--- src/rtl/tx_frame_sequencer.sv ---
// Burst sequencer for the serial transmitter: walks the word ROM and frames each 4-bit word
// as start bit, 4 data bits LSB-first, stop bit, with a start/busy/done host handshake.
module tx_frame_sequencer #(
  parameter int unsigned DIV = 4
) (
  input  logic       hit,
  input  logic       clr,
  input  logic       start,
  input  logic       abort,
  input  logic [3:0] first_addr,
  input  logic [3:0] word_cnt,
  input  logic [3:0] rom_word,
  output logic [3:0] rom_addr,
  output logic [1:0] bit_sel,
  output logic       TX,
  output logic       busy,
  output logic       done
);

  localparam int unsigned DivW = (DIV > 1) ? $clog2(DIV) : 1;
  localparam logic [DivW-1:0] DivLast = DivW'(DIV - 1);

  typedef enum logic [2:0] {StIdle, StStart, StData, StStop, StDone} state_e;

  state_e            state_q, state_d;
  logic [DivW-1:0]   div_q, div_d;
  logic [1:0]        bit_q, bit_d;
  logic [3:0]        addr_q, addr_d;
  logic [3:0]        rem_q, rem_d;
  logic              tx_q, tx_d;
  logic              busy_q, busy_d;
  logic              done_q, done_d;
  logic              div_end;
  logic [1:0]        bit_nxt;

  assign div_end = (div_q == DivLast);
  assign bit_nxt = bit_q + 2'd1;

  always_comb begin
    state_d = state_q;
    div_d   = div_q;
    bit_d   = bit_q;
    addr_d  = addr_q;
    rem_d   = rem_q;
    tx_d    = tx_q;
    busy_d  = busy_q;
    done_d  = 1'b0;

    unique case (state_q)
      StIdle: begin
        if (start && !abort) begin
          addr_d  = first_addr;
          rem_d   = word_cnt;
          tx_d    = 1'b0;
          busy_d  = 1'b1;
          div_d   = '0;
          bit_d   = 2'd0;
          state_d = StStart;
        end
      end
      StStart: begin
        if (div_end) begin
          div_d   = '0;
          tx_d    = rom_word[0];
          bit_d   = 2'd0;
          state_d = StData;
        end else begin
          div_d = div_q + DivW'(1);
        end
      end
      StData: begin
        if (div_end) begin
          div_d = '0;
          if (bit_q != 2'd3) begin
            bit_d = bit_nxt;
            tx_d  = rom_word[bit_nxt];
          end else begin
            tx_d    = 1'b1;
            state_d = StStop;
          end
        end else begin
          div_d = div_q + DivW'(1);
        end
      end
      StStop: begin
        if (div_end) begin
          div_d = '0;
          if (rem_q == 4'd0) begin
            done_d  = 1'b1;
            state_d = StDone;
          end else begin
            // Next frame follows immediately; address wraps naturally at 4 bits.
            addr_d  = addr_q + 4'd1;
            rem_d   = rem_q - 4'd1;
            bit_d   = 2'd0;
            tx_d    = 1'b0;
            state_d = StStart;
          end
        end else begin
          div_d = div_q + DivW'(1);
        end
      end
      StDone: begin
        busy_d  = 1'b0;
        bit_d   = 2'd0;
        tx_d    = 1'b1;
        state_d = StIdle;
      end
      default: begin
        state_d = StIdle;
      end
    endcase

    // Abort overrides any in-flight progress but keeps the ROM address.
    if (abort && (state_q != StIdle)) begin
      state_d = StIdle;
      tx_d    = 1'b1;
      busy_d  = 1'b0;
      bit_d   = 2'd0;
      done_d  = 1'b0;
      div_d   = '0;
      addr_d  = addr_q;
      rem_d   = rem_q;
    end
  end

  always_ff @(posedge hit or negedge clr) begin
    if (!clr) begin
      state_q <= StIdle;
      div_q   <= '0;
      bit_q   <= 2'd0;
      addr_q  <= 4'd0;
      rem_q   <= 4'd0;
      tx_q    <= 1'b1;
      busy_q  <= 1'b0;
      done_q  <= 1'b0;
    end else begin
      state_q <= state_d;
      div_q   <= div_d;
      bit_q   <= bit_d;
      addr_q  <= addr_d;
      rem_q   <= rem_d;
      tx_q    <= tx_d;
      busy_q  <= busy_d;
      done_q  <= done_d;
    end
  end

  assign rom_addr = addr_q;
  assign bit_sel  = bit_q;
  assign TX       = tx_q;
  assign busy     = busy_q;
  assign done     = done_q;

endmodule

--- config.mk ---
export PLATFORM = sky130hd
export DESIGN_NAME = tx_frame_sequencer
export DESIGN_NICKNAME = d
export VERILOG_FILES = /design/src/rtl/tx_frame_sequencer.sv
export SDC_FILE = /design/constraint.sdc
export NUM_CORES = 1
export LEC_CHECK = 0
export CAP_MARGIN = 20
export CELL_PAD_IN_SITES_DETAIL_PLACEMENT = 1
export CELL_PAD_IN_SITES_GLOBAL_PLACEMENT = 1
export CORE_ASPECT_RATIO = 0.8
export CORE_UTILIZATION = 35
export CTS_CLUSTER_DIAMETER = 50
export DETAILED_ROUTE_END_ITERATION = 8
export PLACE_DENSITY_LB_ADDON = 0.1
export RECOVER_POWER = 50
export SLEW_MARGIN = 20
export SYNTH_ARGS = -nofsm -noshare
export SYNTH_HDL_FRONTEND = slang
export SYNTH_SLANG_ARGS = --single-unit
--- constraint.sdc ---
create_clock -name hit -period 2.05 [get_ports hit]
set_input_delay 0.3075 -clock hit [delete_from_list [all_inputs] [get_ports hit]]
set_output_delay 0.3075 -clock hit [all_outputs]
set_load 0.005 [all_outputs]
[Yosys cells after proc, flatten, opt, wreduce, memory -nomap -nowiden]
Cells that the tools add are included.
Word-level totals
  flip-flop bits (word level): 18
  input bits: 16
  output and inout bits: 9
  word-level logic and storage cells: 91
Operators by class
  add/sub/neg operators: 4
  order comparisons: 1
  equality and inequality tests: 16
  mux-type cells: 44
  bitwise operators: 1
  reductions and logical operators: 17
Operator list (number)
  $mux W4: 6
  $mux W3: 7
  $ne A3 B3 Y1 const B: 7
  $mux W2: 9
  $pmux W4 S2: 2
  $mux W1: 14
  $pmux W3 S4: 1
  $pmux W2 S5: 1
  $reduce_and A5 Y1: 2
  $reduce_bool A3 Y1: 3
  $ne A2 B2 Y1 const B: 4
  $reduce_and A7 Y1: 1
  $eq A3 B2 Y1 const B: 2
  $reduce_and A6 Y1: 1
  $reduce_bool A6 Y1: 1
  $pmux W1 S5: 1
  $add A2 B1 Y2 const B: 2
  $add A4 B1 Y4 const B: 1
  $logic_not A4 Y1: 1
  $pmux W2 S2: 1
  $reduce_and A2 Y1: 2
  $sub A4 B1 Y4 const B: 1
  $eq A3 B1 Y1 const B: 1
  $eq A3 B3 Y1 const B: 1
  10 further kinds: 11

[Logic depth before layout (Yosys ltp)]
Gate-level depths: netlist of the first run.
  depth after elaboration: 7
  gate-level depth with buffers: 7
  depth with buffers taken out: 6

[Worst setup path after synthesis of the first run]
OpenSTA, ideal clock, no wires.
  kind: register to register
  start point: reg rem_q[0]
  end point: reg tx_q (netlist: TX)
  library setup time: 0.082 ns
  arrival time: 1.792 ns
  data required time: 1.968 ns
  path slack: 0.176 ns
  cell stages (with the launch flop): 8
  buffers on the path: 1
  path through: dfrtp_1 inv_1 ha_1 or3b_2 clkbuf_1 nor3_1 or3_1 mux2_2
On the way
  word-level cells in the longest chain between the ends: 3
RTL lines
  start: declaration: line 29  | logic [3:0] rem_q, rem_d;
  start signal: assignment: line 142  | rem_q <= rem_d;
  $logic_not A4 Y1: line 88  | if (rem_q == 4'd0) begin
  $ne A3 B3 Y1 (no source line)
  $reduce_and A6 Y1 (no source line)
  end signal: assignment: line 143  | tx_q <= tx_d;
  end: declaration: line 30  | logic tx_q, tx_d;
Every way passes these cells.
A chain may end at the register's enable or synchronous reset.

[Final worst setup path of the first run]
  start point: reg rem_q[0]
  end point: reg addr_q[0] (netlist: rom_addr[0])
On the way
  word-level cells in the longest chain between the ends: 3
RTL lines
  $logic_not A4 Y1: line 88
  $ne A2 B2 Y1 (no source line)
  $reduce_and A5 Y1 (no source line)
  end signal: assignment: line 141  | addr_q <= addr_d;
  end: declaration: line 28  | logic [3:0] addr_q, addr_d;
Every way passes these cells.

==> results of run 1 <==
cell families after synthesis:
group           count (synthesis)  synth area share
mux                             3           0.03619
buf+inv                        12           0.04654
fa+ha+maj                       5           0.05171
simple gates                   46            0.2172
flops                          18            0.3733
compound gates                 40            0.2679
xor+xnor                        1          0.007240
sequential cells by signal, summed over array words and instances, names as in the netlist:
name,count
TX,1
bit_sel,2
busy,1
div_q,2
done,1
rem_q,4
rom_addr,4
state_q,3
cell type report:
class	count	area (µm²)
fill	370	1615
sequential	18	451.7
tap	40	50.05
clock buffer	4	55.05
multi-input combinational	95	701.9
inverter	3	11.26
timing repair buffer	33	312.8
synthesized netlist by cell type:
master	count	share of area
and3_1	1	0.0052
o21ai_0	8	0.033
o22ai_1	6	0.031
a211oi_4	1	0.017
ha_1	5	0.052
a21bo_2	1	0.0083
nand2_1	13	0.040
a21oi_1	9	0.037
or2b_1	1	0.0062
nand3_1	4	0.017
nor3b_1	3	0.019
nand2b_1	2	0.010
nor4_1	1	0.0052
mux4_2	1	0.019
dfstp_2	1	0.022
o22a_1	1	0.0072
o211ai_1	1	0.0062
a2bb2oi_1	3	0.022
or3b_4	1	0.0093
mux2_2	1	0.0093
a2bb2oi_2	4	0.050
a22o_1	1	0.0072
o2bb2ai_1	2	0.014
mux2i_1	1	0.0083
xor2_1	1	0.0072
nor3_1	7	0.029
inv_1	3	0.0093
or3_1	1	0.0052
o32ai_1	1	0.0072
dfrtp_1	17	0.35
a21oi_4	1	0.013
and2_1	1	0.0052
and3b_2	1	0.0083
clkbuf_1	7	0.022
buf_4	1	0.0062
nor2b_1	3	0.016
a211o_4	1	0.014
buf_6	1	0.0093
and4b_1	2	0.017
nand4_1	1	0.0052
nor2_1	2	0.0062
or3b_2	2	0.014
report_power, final:
part	switching (µW)	internal, µW	leakage (µW)
Combinational	273	381	0.000378
Clock	121	171	0.0000288
Sequential	152	486	0.000219
Total	546	1040	0.000626
metal layers:
| metal | GRT usage | vias up | wire [µm] |
|---|---|---|---|
| li1 | - | 519 | - |
| met1 | 0.2799 | 535 | 1636 |
| met2 | 0.3465 | 16 | 1585 |
| met3 | 0.03750 | 2 | 97 |
| met4 | 0.03191 | 0 | 10 |
| met5 | 0 | - | 0 |
worst min-delay path, stage by stage (launching register included):
cell and delay (ns):
dfrtp_1 0.37, nand2_1 0.05, o21ai_0 0.07
per-stage QoR:
stage	setup slack, ns	hold WS, ns	total power [µW]	util	area [µm²]
final	0.1120	0.5265	1584	0.4949	1583
after global routing	0.01839	0.5758	1695	0.4949	1583
after CTS	0.1153	0.3835	1616	0.4973	1590
after global placement	0.04992	0.5038	1274	0.4800	1535
after floorplan	0.1757	0.01191	1007	-	1210
after detailed placement	-0.009606	0.5213	1306	0.4800	1535
how the worst max path moves through the flow:
stage	endpoint	cells after the start
global placement	rom_addr[2]	5
CTS	rom_addr[0]	7
detailed placement	rom_addr[0]	5
floorplan	TX	7
finish	rom_addr[0]	7
global route	rom_addr[0]	7
==> results by group, run 1 <==
Power
  • Leak pwr: around 0.00063 µW
  • Maximum vdd drop: between 0.5 and 0.6 mV
  • Cell Pwr Density: 1001 mW/mm²

Logic synthesis
  • FF+latch count, synth: 18
  • Syn_area_per_cell: 9.679 µm²
  • Post-Syn Area: 0.001210 mm²
  • Post-synth cell types: 42
  • Ys Warns: 0
  • Post-Synthesis Cells: 125
  • Syn nets: 146
  • Post-synthesis sequential area ratio: 0.3733

Clocking
  • H-tree levels: 1
  • Clock Latency Late Sink: 0.26 ns
  • Post-CTS Resized: 0
  • Setup repair bufs after CTS: 0
  • Hold-fix buffers, CTS: 0
  • Inserted Clock Buffers: 3
  • CTS tree: built
  • CTS root buf: clkbuf_8
  • Clock Pin Slew Worst Setup and Hold Paths: 0.08 ns
  • Clock tree buffer depth: 2
  • Clk sinks: 18

Worst setup path
  • Worst EP required: 2.22 ns
  • CP Cell Sequence: inv_1 > ha_1 > or3b_2 > buf_4 > and3_1 > o2bb2ai_1 > a2bb2oi_2
  • Delay-heaviest family, CP: simple AND/OR/NAND/NOR gates
  • CP Data Arrival Time: 2.11 ns
  • RR Startpoint: rem_q[0]
  • Flop2flop setup slack: 0.11 ns
  • Slowest stage delay, CP: 0.46 ns
  • CP Launch Type: flip-flop
  • Crit Path Max Fanout: 6
  • Critical path class: reg -> reg
  • FF-to-FF path depth: 7
  • CP startpoint: rem_q[0]
  • WP buf/inv: 2
  • Crit end category: flip-flop
  • Slowest-stage cell, CP: or3b_2
  • Worst R2R End: rom_addr[0]

Die
  • Area of the die: 0.003698 mm²
  • Row count: 18
  • Initial Utilization: 0.3783
  • Die span in x: 67.74 µm
  • IO Count: 25
  • Die Ht: 54.59 µm
  • Core ar.: ~0.0032 mm²

Min path
  • Worst hold start: div_q[1]
  • Worst hold endpoint: div_q[1]
  • Worst hold path class: reg -> reg
  • Hold Path Cell Cnt: 2

STA
  • Least-Margin Pin Slew: 1.021 ns
  • Final Hold Viols: 0
  • Final Max Tran Viols: 0
  • Max_slew headroom: 0.3196
  • Minimum clock period after layout: about 1.9 ns
  • Part of the cycle the worst path needs: 0.9454
  • RSZ-0062 raised after global routing: no
  • Setup TNS: 0 ns
  • Clk_skew: between 0.01 and 0.015 ns
  • Setup violations, final: 0
  • FMAX: 516.0 MHz

Detailed routing
  • DRC viols: 0
  • Detailed Route Iter0 Violations: 40
  • Drt first pass iters: 4
  • Routed Antenna Nets: 0
  • Wire per inst: 17.25 µm
  • WL final: 3329 µm
  • Vias: 1072
  • DR vias/cell: 5.554

Cells and area
  • Synth-to-Final Area Change: 30.82%
  • Layout cells sized above 1: 0.1699
  • Post-route insts no fill: 193
  • # nets final: roughly 180
  • Most common cell after layout, fill and taps aside: clkdlybuf4s50_1
  • Antenna Cells: 0
  • Most frequent cells in the layout: 21 x clkdlybuf4s50_1, 17 x dfrtp_1, 13 x nand2_1

Global route
  • GRT Resource Usage Total: 0.2060
  • Grt ovf: 0
  • Initial antenna violation count: 0
  • Vias in the first global route: approximately 1100
  • Largest net degree at the start of global routing: 22
  • Global-route wire length before repair: approximately 5500 µm

Status
  • Outcome: completed

Placement
  • DP Wirelength: 2467 µm
  • Placed insts: between 150 and 200
  • Routability Congestion: around 0.74
  • IO Port Bufs: 24

Run
  • # Max-Cap Violations: 0
Power figures use the tool's default switching activity.
==> run 2: changes to the inputs <==
--- a/config.mk
+++ b/config.mk
@@ -9,8 +9,8 @@
 export CELL_PAD_IN_SITES_DETAIL_PLACEMENT = 1
 export CELL_PAD_IN_SITES_GLOBAL_PLACEMENT = 1
 export CORE_ASPECT_RATIO = 0.8
-export CORE_UTILIZATION = 35
-export CTS_CLUSTER_DIAMETER = 50
+export CORE_UTILIZATION = 38
+export CTS_CLUSTER_DIAMETER = 80
 export DETAILED_ROUTE_END_ITERATION = 8
 export PLACE_DENSITY_LB_ADDON = 0.1
 export RECOVER_POWER = 50
==> run 2 against run 1 <==
Register-to-register slack hardly changed; via count is 1.9% higher; highest routed layer unchanged; sequential cell count unchanged.
==> results by group, run 2 (synthesis gave the netlist of run 1 again) <==
Status
  • Outcome: completed

Die
  • Core ar.: 0.002893 mm² (-9.5%)
  • Die span in x: 65.09 µm (-3.9%)
  • IO Count: 25 (unchanged)
  • Row count: 17 (-1)
  • Area of the die: 0.003415 mm² (-7.6%)
  • Die Ht: 52.47 µm (-3.9%)
  • Initial Utilization: 0.4183 (+0.03993)

Global route
  • Grt ovf: 0 (unchanged)
  • Vias in the first global route: 1137 (+2.2%)
  • Largest net degree at the start of global routing: 22 (unchanged)
  • Initial antenna violation count: 0 (unchanged)
  • GRT Resource Usage Total: 0.2201 (+0.01407)
  • Global-route wire length before repair: 5471 µm (+0.13%)

Placement
  • Placed insts: 188 (-0.53%)
  • Routability Congestion: 0.7378 (-0.38%)
  • IO Port Bufs: 24 (unchanged)
  • Cell Area, Placed: 0.001528 mm² (-0.49%)
  • DP Wirelength: 2402 µm (-2.6%)
  • Post-place setup slack: 0.02017 ns (+0.02977 ns)

Power
  • Leak pwr: 0.0006270 µW (+0.17%)
  • Cell Pwr Density: 1014 mW/mm² (+1.3%)
  • Maximum vdd drop: 0.4534 mV (-16%)

Worst setup path
  • RR Startpoint: rem_q[0]
  • WP buf/inv: 1 (-1)
  • Critical path class: reg -> reg
  • CP Cell Sequence: inv_1 > ha_1 > or3b_2 > nor3_1 > or3_1 > mux2_2
  • Crit end category: flip-flop
  • Slowest stage delay, CP: 0.46 ns (about the same)
  • Crit Path Max Fanout: 3 (-3)
  • CP Launch Type: flip-flop
  • FF-to-FF path depth: 6 (-1)
  • CP Data Arrival Time: 2.12 ns (about the same)
  • Worst R2R End: TX
  • Worst EP required: 2.24 ns (+0.02 ns)
  • Flop2flop setup slack: 0.12 ns (about the same)
  • Delay-heaviest family, CP: simple AND/OR/NAND/NOR gates
  • Slowest-stage cell, CP: or3b_2

Min path
  • Worst hold endpoint: rom_addr[3]
  • Worst hold path class: reg -> reg
  • Hold Path Cell Cnt: 2 (unchanged)
  • Worst hold start: rom_addr[3]

STA
  • Max_slew headroom: 0.3208 (+0.001196)
  • Setup violations, final: 0 (unchanged)
  • Setup TNS: 0 ns (unchanged)
  • Final Max Tran Viols: 0 (unchanged)
  • Minimum clock period after layout: 1.930 ns (-0.008135 ns)
  • Final Hold Viols: 0 (unchanged)
  • FMAX: 518.2 MHz (+0.42%)
  • RSZ-0062 raised after global routing: no
  • Final WS setup: 0.1201 ns (+0.008135 ns)
  • Least-Margin Pin Slew: 1.019 ns (-0.001793 ns)
  • Clk_skew: 0.01266 ns (+0.001471 ns)
  • Part of the cycle the worst path needs: 0.9414 (-0.003968)

Cells and area
  • Most common cell after layout, fill and taps aside: clkdlybuf4s50_1
  • Fill cell count: 331 (-11%)
  • # nets final: 176 (+0.57%)
  • Antenna Cells: 0 (unchanged)
  • Layout cells sized above 1: 0.1753 (+0.005390)
  • Post-layout util: 0.5446 (+0.04964)
  • Most frequent cells in the layout: 22 x clkdlybuf4s50_1, 17 x dfrtp_1, 13 x nand2_1
  • Post-route insts no fill: 192 (-0.52%)
  • Final instance area: 0.001575 mm² (-0.47%)
  • Synth-to-Final Area Change: 30.20%

Clocking
  • CTS tree: built
  • Post-CTS Resized: 0 (unchanged)
  • Clock Pin Slew Worst Setup and Hold Paths: 0.08 ns (about the same)
  • Inserted Clock Buffers: 3 (unchanged)
  • Clk sinks: 18 (unchanged)
  • Hold-fix buffers, CTS: 0 (unchanged)
  • CTS root buf: clkbuf_8
  • Setup repair bufs after CTS: 0 (unchanged)
  • Clock Latency Late Sink: 0.27 ns (about the same)
  • H-tree levels: 1 (unchanged)
  • Clock tree buffer depth: 2 (unchanged)

Detailed routing
  • DR vias/cell: 5.688 (+2.4%)
  • Drt first pass iters: 4 (unchanged)
  • Detailed Route Iter0 Violations: 58 (+45%)
  • Vias: 1092 (+1.9%)
  • DRC viols: 0 (unchanged)
  • Wire per inst: 17.08 µm (-0.96%)
  • WL final: 3280 µm (-1.5%)
  • Routed Antenna Nets: 0 (unchanged)

Run
  • # Max-Cap Violations: 0 (unchanged)
-- run 2: tightest hold or removal path: stages, from the launching register on --
cell and delay (ns):
dfrtp_1 0.37, a21oi_1 0.05, a21oi_1 0.10
-- run 2: layout make-up --
class / count / area, µm² / area share
multi-input cells: 95 / 701.9 / 0.4456
flip-flops and latches: 18 / 451.7 / 0.2867
repair buffers: 34 / 307.8 / 0.1954
clock buffers: 4 / 55.05 / 0.03495
well taps: 38 / 47.55 / 0.03018
inverters: 3 / 11.26 / 0.007149
-- run 2: through the flow --
stage	hold slack, ns	total power (µW)
2_1_floorplan	0.01191	1007
3_3_place_gp	0.4999	1261
3_5_place_dp	0.5434	1302
4_1_cts	0.3684	1618
5_1_grt	0.6054	1707
6_report	0.5591	1597
-- run 2: worst max-delay path by stage --
stage,startpoint,slack [ns],end,cells past startpoint
2_1_floorplan,rem_q[0],0.18,TX,7
3_3_place_gp,start,0.08,rom_addr[1],5
3_5_place_dp,start,0.02,rem_q[1],5
4_1_cts,rem_q[0],0.11,TX,6
5_1_grt,rem_q[0],0.03,TX,6
6_report,rem_q[0],0.12,TX,6
-- run 2: report_power, final --
group          internal [µW]  switching, µW  leakage (µW)
combinational            380            273      0.000379
sequential               486            151      0.000219
clock                    171            136     0.0000288
total                   1040            560      0.000627
-- run 2: routing by layer --
metal	vias up	share of wire	wire [µm]	global-route usage
li1	524	-	-	-
met1	531	0.48	1567	0.2851
met2	31	0.46	1501	0.3576
met3	6	0.049	160	0.05217
met4	0	0.016	51	0.08333
met5	-	0	0	0
==> run 3: changes to the inputs <==
--- a/config.mk
+++ b/config.mk
@@ -12,7 +12,7 @@
 export CORE_UTILIZATION = 38
 export CTS_CLUSTER_DIAMETER = 80
 export DETAILED_ROUTE_END_ITERATION = 8
-export PLACE_DENSITY_LB_ADDON = 0.1
+export PLACE_DENSITY = 0.79
 export RECOVER_POWER = 50
 export SLEW_MARGIN = 20
 export SYNTH_ARGS = -nofsm -noshare
==> run 3 against run 2 <==
Die area is the same; utilization is 1.5 points higher; non-clock buffer count rose by 2; clock power hardly changed; global-route usage increased by 1.2 points; first-iteration DRC count down 31%.
==> results by group, run 3 (synthesis gave the netlist of run 1 again) <==
Global route
  • Initial antenna violation count: 0 (unchanged)
  • Largest net degree at the start of global routing: 22 (unchanged)
  • Vias in the first global route: 1150 (+1.1%)
  • GRT Resource Usage Total: 0.2326 (+0.01248)
  • Global-route wire length before repair: 5761 µm (+5.3%)
  • Grt ovf: 0 (unchanged)

Detailed routing
  • Routed Antenna Nets: 0 (unchanged)
  • DR vias/cell: 5.675 (-0.22%)
  • Wire per inst: 17.41 µm (+1.9%)
  • WL final: 3378 µm (+3.0%)
  • DRC viols: 0 (unchanged)
  • Detailed Route Iter0 Violations: 40 (-31%)
  • Vias: 1101 (+0.82%)
  • Metal2 WL: 1689 µm (+13%)
  • Met3 WL: 151 µm (-5.6%)
  • M1 WL: 1497 µm (-4.5%)
  • Top sig layer: met4
  • Drt first pass iters: 4 (unchanged)

Cells and area
  • Most frequent cells in the layout: 21 x clkdlybuf4s50_1, 17 x dfrtp_1, 13 x nand2_1
  • Fill cell count: 340 (+2.7%)
  • Layout cells sized above 1: 0.2051 (+0.02980)
  • Post-layout util: 0.5597 (+0.01514)
  • Antenna Cells: 0 (unchanged)
  • Final instance area: 0.001619 mm² (+2.8%)
  • Most common cell after layout, fill and taps aside: clkdlybuf4s50_1
  • Post-route insts no fill: 194 (+1.0%)
  • # nets final: 178 (+1.1%)
  • Synth-to-Final Area Change: 33.82%

Clocking
  • Clk sinks: 18 (unchanged)
  • H-tree levels: 1 (unchanged)
  • Inserted Clock Buffers: 3 (unchanged)
  • Clock tree buffer depth: 2 (unchanged)
  • Clock Pin Slew Worst Setup and Hold Paths: 0.07 ns (about the same)
  • Clock Latency Late Sink: 0.26 ns (about the same)
  • CTS root buf: clkbuf_8
  • CTS tree: built

Die
  • Row count: 17 (unchanged)
  • IO Count: 25 (unchanged)
  • Core ar.: 0.002893 mm² (unchanged)
  • Die span in x: 65.09 µm (unchanged)
  • Initial Utilization: 0.4183 (unchanged)
  • Die Ht: 52.47 µm (unchanged)
  • Area of the die: 0.003415 mm² (unchanged)

Worst setup path
  • Flop2flop setup slack: 0.10 ns (-0.02 ns)
  • Crit end category: flip-flop
  • Worst R2R End: rem_q[1]
  • Crit Path Max Fanout: 6 (+3)
  • CP startpoint: rem_q[0]
  • CP Launch Type: flip-flop
  • Critical Path End: rem_q[1]
  • FF-to-FF path depth: 7 (+1)
  • CP Data Arrival Time: 2.14 ns (+0.02 ns)
  • Worst EP required: 2.24 ns (about the same)
  • Critical path class: reg -> reg
  • RR Startpoint: rem_q[0]

STA
  • Least-Margin Pin Slew: 1.070 ns (+0.05140 ns)
  • Final Max Tran Viols: 0 (unchanged)
  • Setup violations, final: 0 (unchanged)
  • Final Hold Viols: 0 (unchanged)
  • Part of the cycle the worst path needs: 0.9495 (+0.008087)
  • Clk_skew: 0.003536 ns (-0.009127 ns)
  • Final WS setup: 0.1035 ns (-0.01658 ns)
  • FMAX: 513.7 MHz (-0.85%)
  • Max_slew headroom: 0.2866 (-0.03427)
  • Minimum clock period after layout: 1.946 ns (+0.01658 ns)
  • RSZ-0062 raised after global routing: no

Placement
  • Cell Area, Placed: 0.001555 mm² (+1.8%)
  • Placed insts: 190 (+1.1%)
  • Post-place setup slack: -0.06001 ns (-0.08018 ns)
  • Routability Congestion: 0.7518 (+1.9%)
  • DP Wirelength: 2575 µm (+7.2%)
  • IO Port Bufs: 24 (unchanged)

Power
  • Maximum vdd drop: 0.5876 mV (+30%)
  • Cell Pwr Density: 1012 mW/mm² (-0.14%)
  • Leak pwr: 0.0006476 µW (+3.3%)

Status
  • Outcome: completed

Min path
  • Worst hold path class: reg -> reg

Run
  • # Max-Cap Violations: 0 (unchanged)
-- run 3: timing repair --
| action | CTS | global route |
|---|---|---|
| setup endpoints to repair | 1 | 1 |
| hold buffers | 0 | 0 |
| resized for setup | 2 | 2 |
| endpoints found under the hold margin | 0 | 0 |
| buffers inserted | 0 | 0 |
-- run 3: per-stage QoR --
step | setup TNS, ns | total power, µW | hold slack (ns)
after floorplan | 0 | 1007 | 0.01191
after global placement | 0 | 1269 | 0.4894
after detailed placement | -0.06001 | 1333 | 0.5177
after CTS | 0 | 1655 | 0.3854
after global routing | 0 | 1748 | 0.5756
final | 0 | 1639 | 0.5340
-- run 3: metal layers --
layer / track usage / vias up
met5: 0 / -
met4: 0.07609 / 0
met3: 0.05000 / 5
met2: 0.4097 / 21
met1: 0.2840 / 545
li1: - / 530
-- run 3: area by class of cell --
type | instances | area (µm²) | area share
Clock buffer | 4 | 55.05 | 0.03400
Inverter | 3 | 11.26 | 0.006955
Multi-Input combinational cell | 95 | 718.2 | 0.4436
Sequential cell | 18 | 451.7 | 0.2790
Tap cell | 38 | 47.55 | 0.02937
Timing Repair Buffer | 36 | 335.3 | 0.2071
-- run 3: worst min path at each step --
stage / slack, ns / depth (start not counted) / start / endpoint
floorplan: 0.01 / 0 / clr / bit_sel[0]
global placement: 0.49 / 2 / div_q[1] / div_q[1]
detailed placement: 0.52 / 2 / div_q[1] / div_q[1]
CTS: 0.39 / 2 / clr / rom_addr[1]
global route: 0.58 / 2 / div_q[1] / div_q[1]
finish: 0.53 / 2 / div_q[1] / div_q[1]
-- run 3: worst max-delay path: stages, from the launching register on --
cell and delay, ns:
dfrtp_1 0.43, inv_2 0.09, ha_1 0.17, or3b_2 0.50
buf_4 0.18, and3_1 0.20, o2bb2ai_1 0.14, a2bb2oi_2 0.16
-- run 3: power by group --
| group | total, µW | internal [µW] | switching [µW] |
|---|---|---|---|
| clock network | 306 | 171 | 135 |
| registers | 639 | 485 | 153 |
| logic | 694 | 405 | 289 |
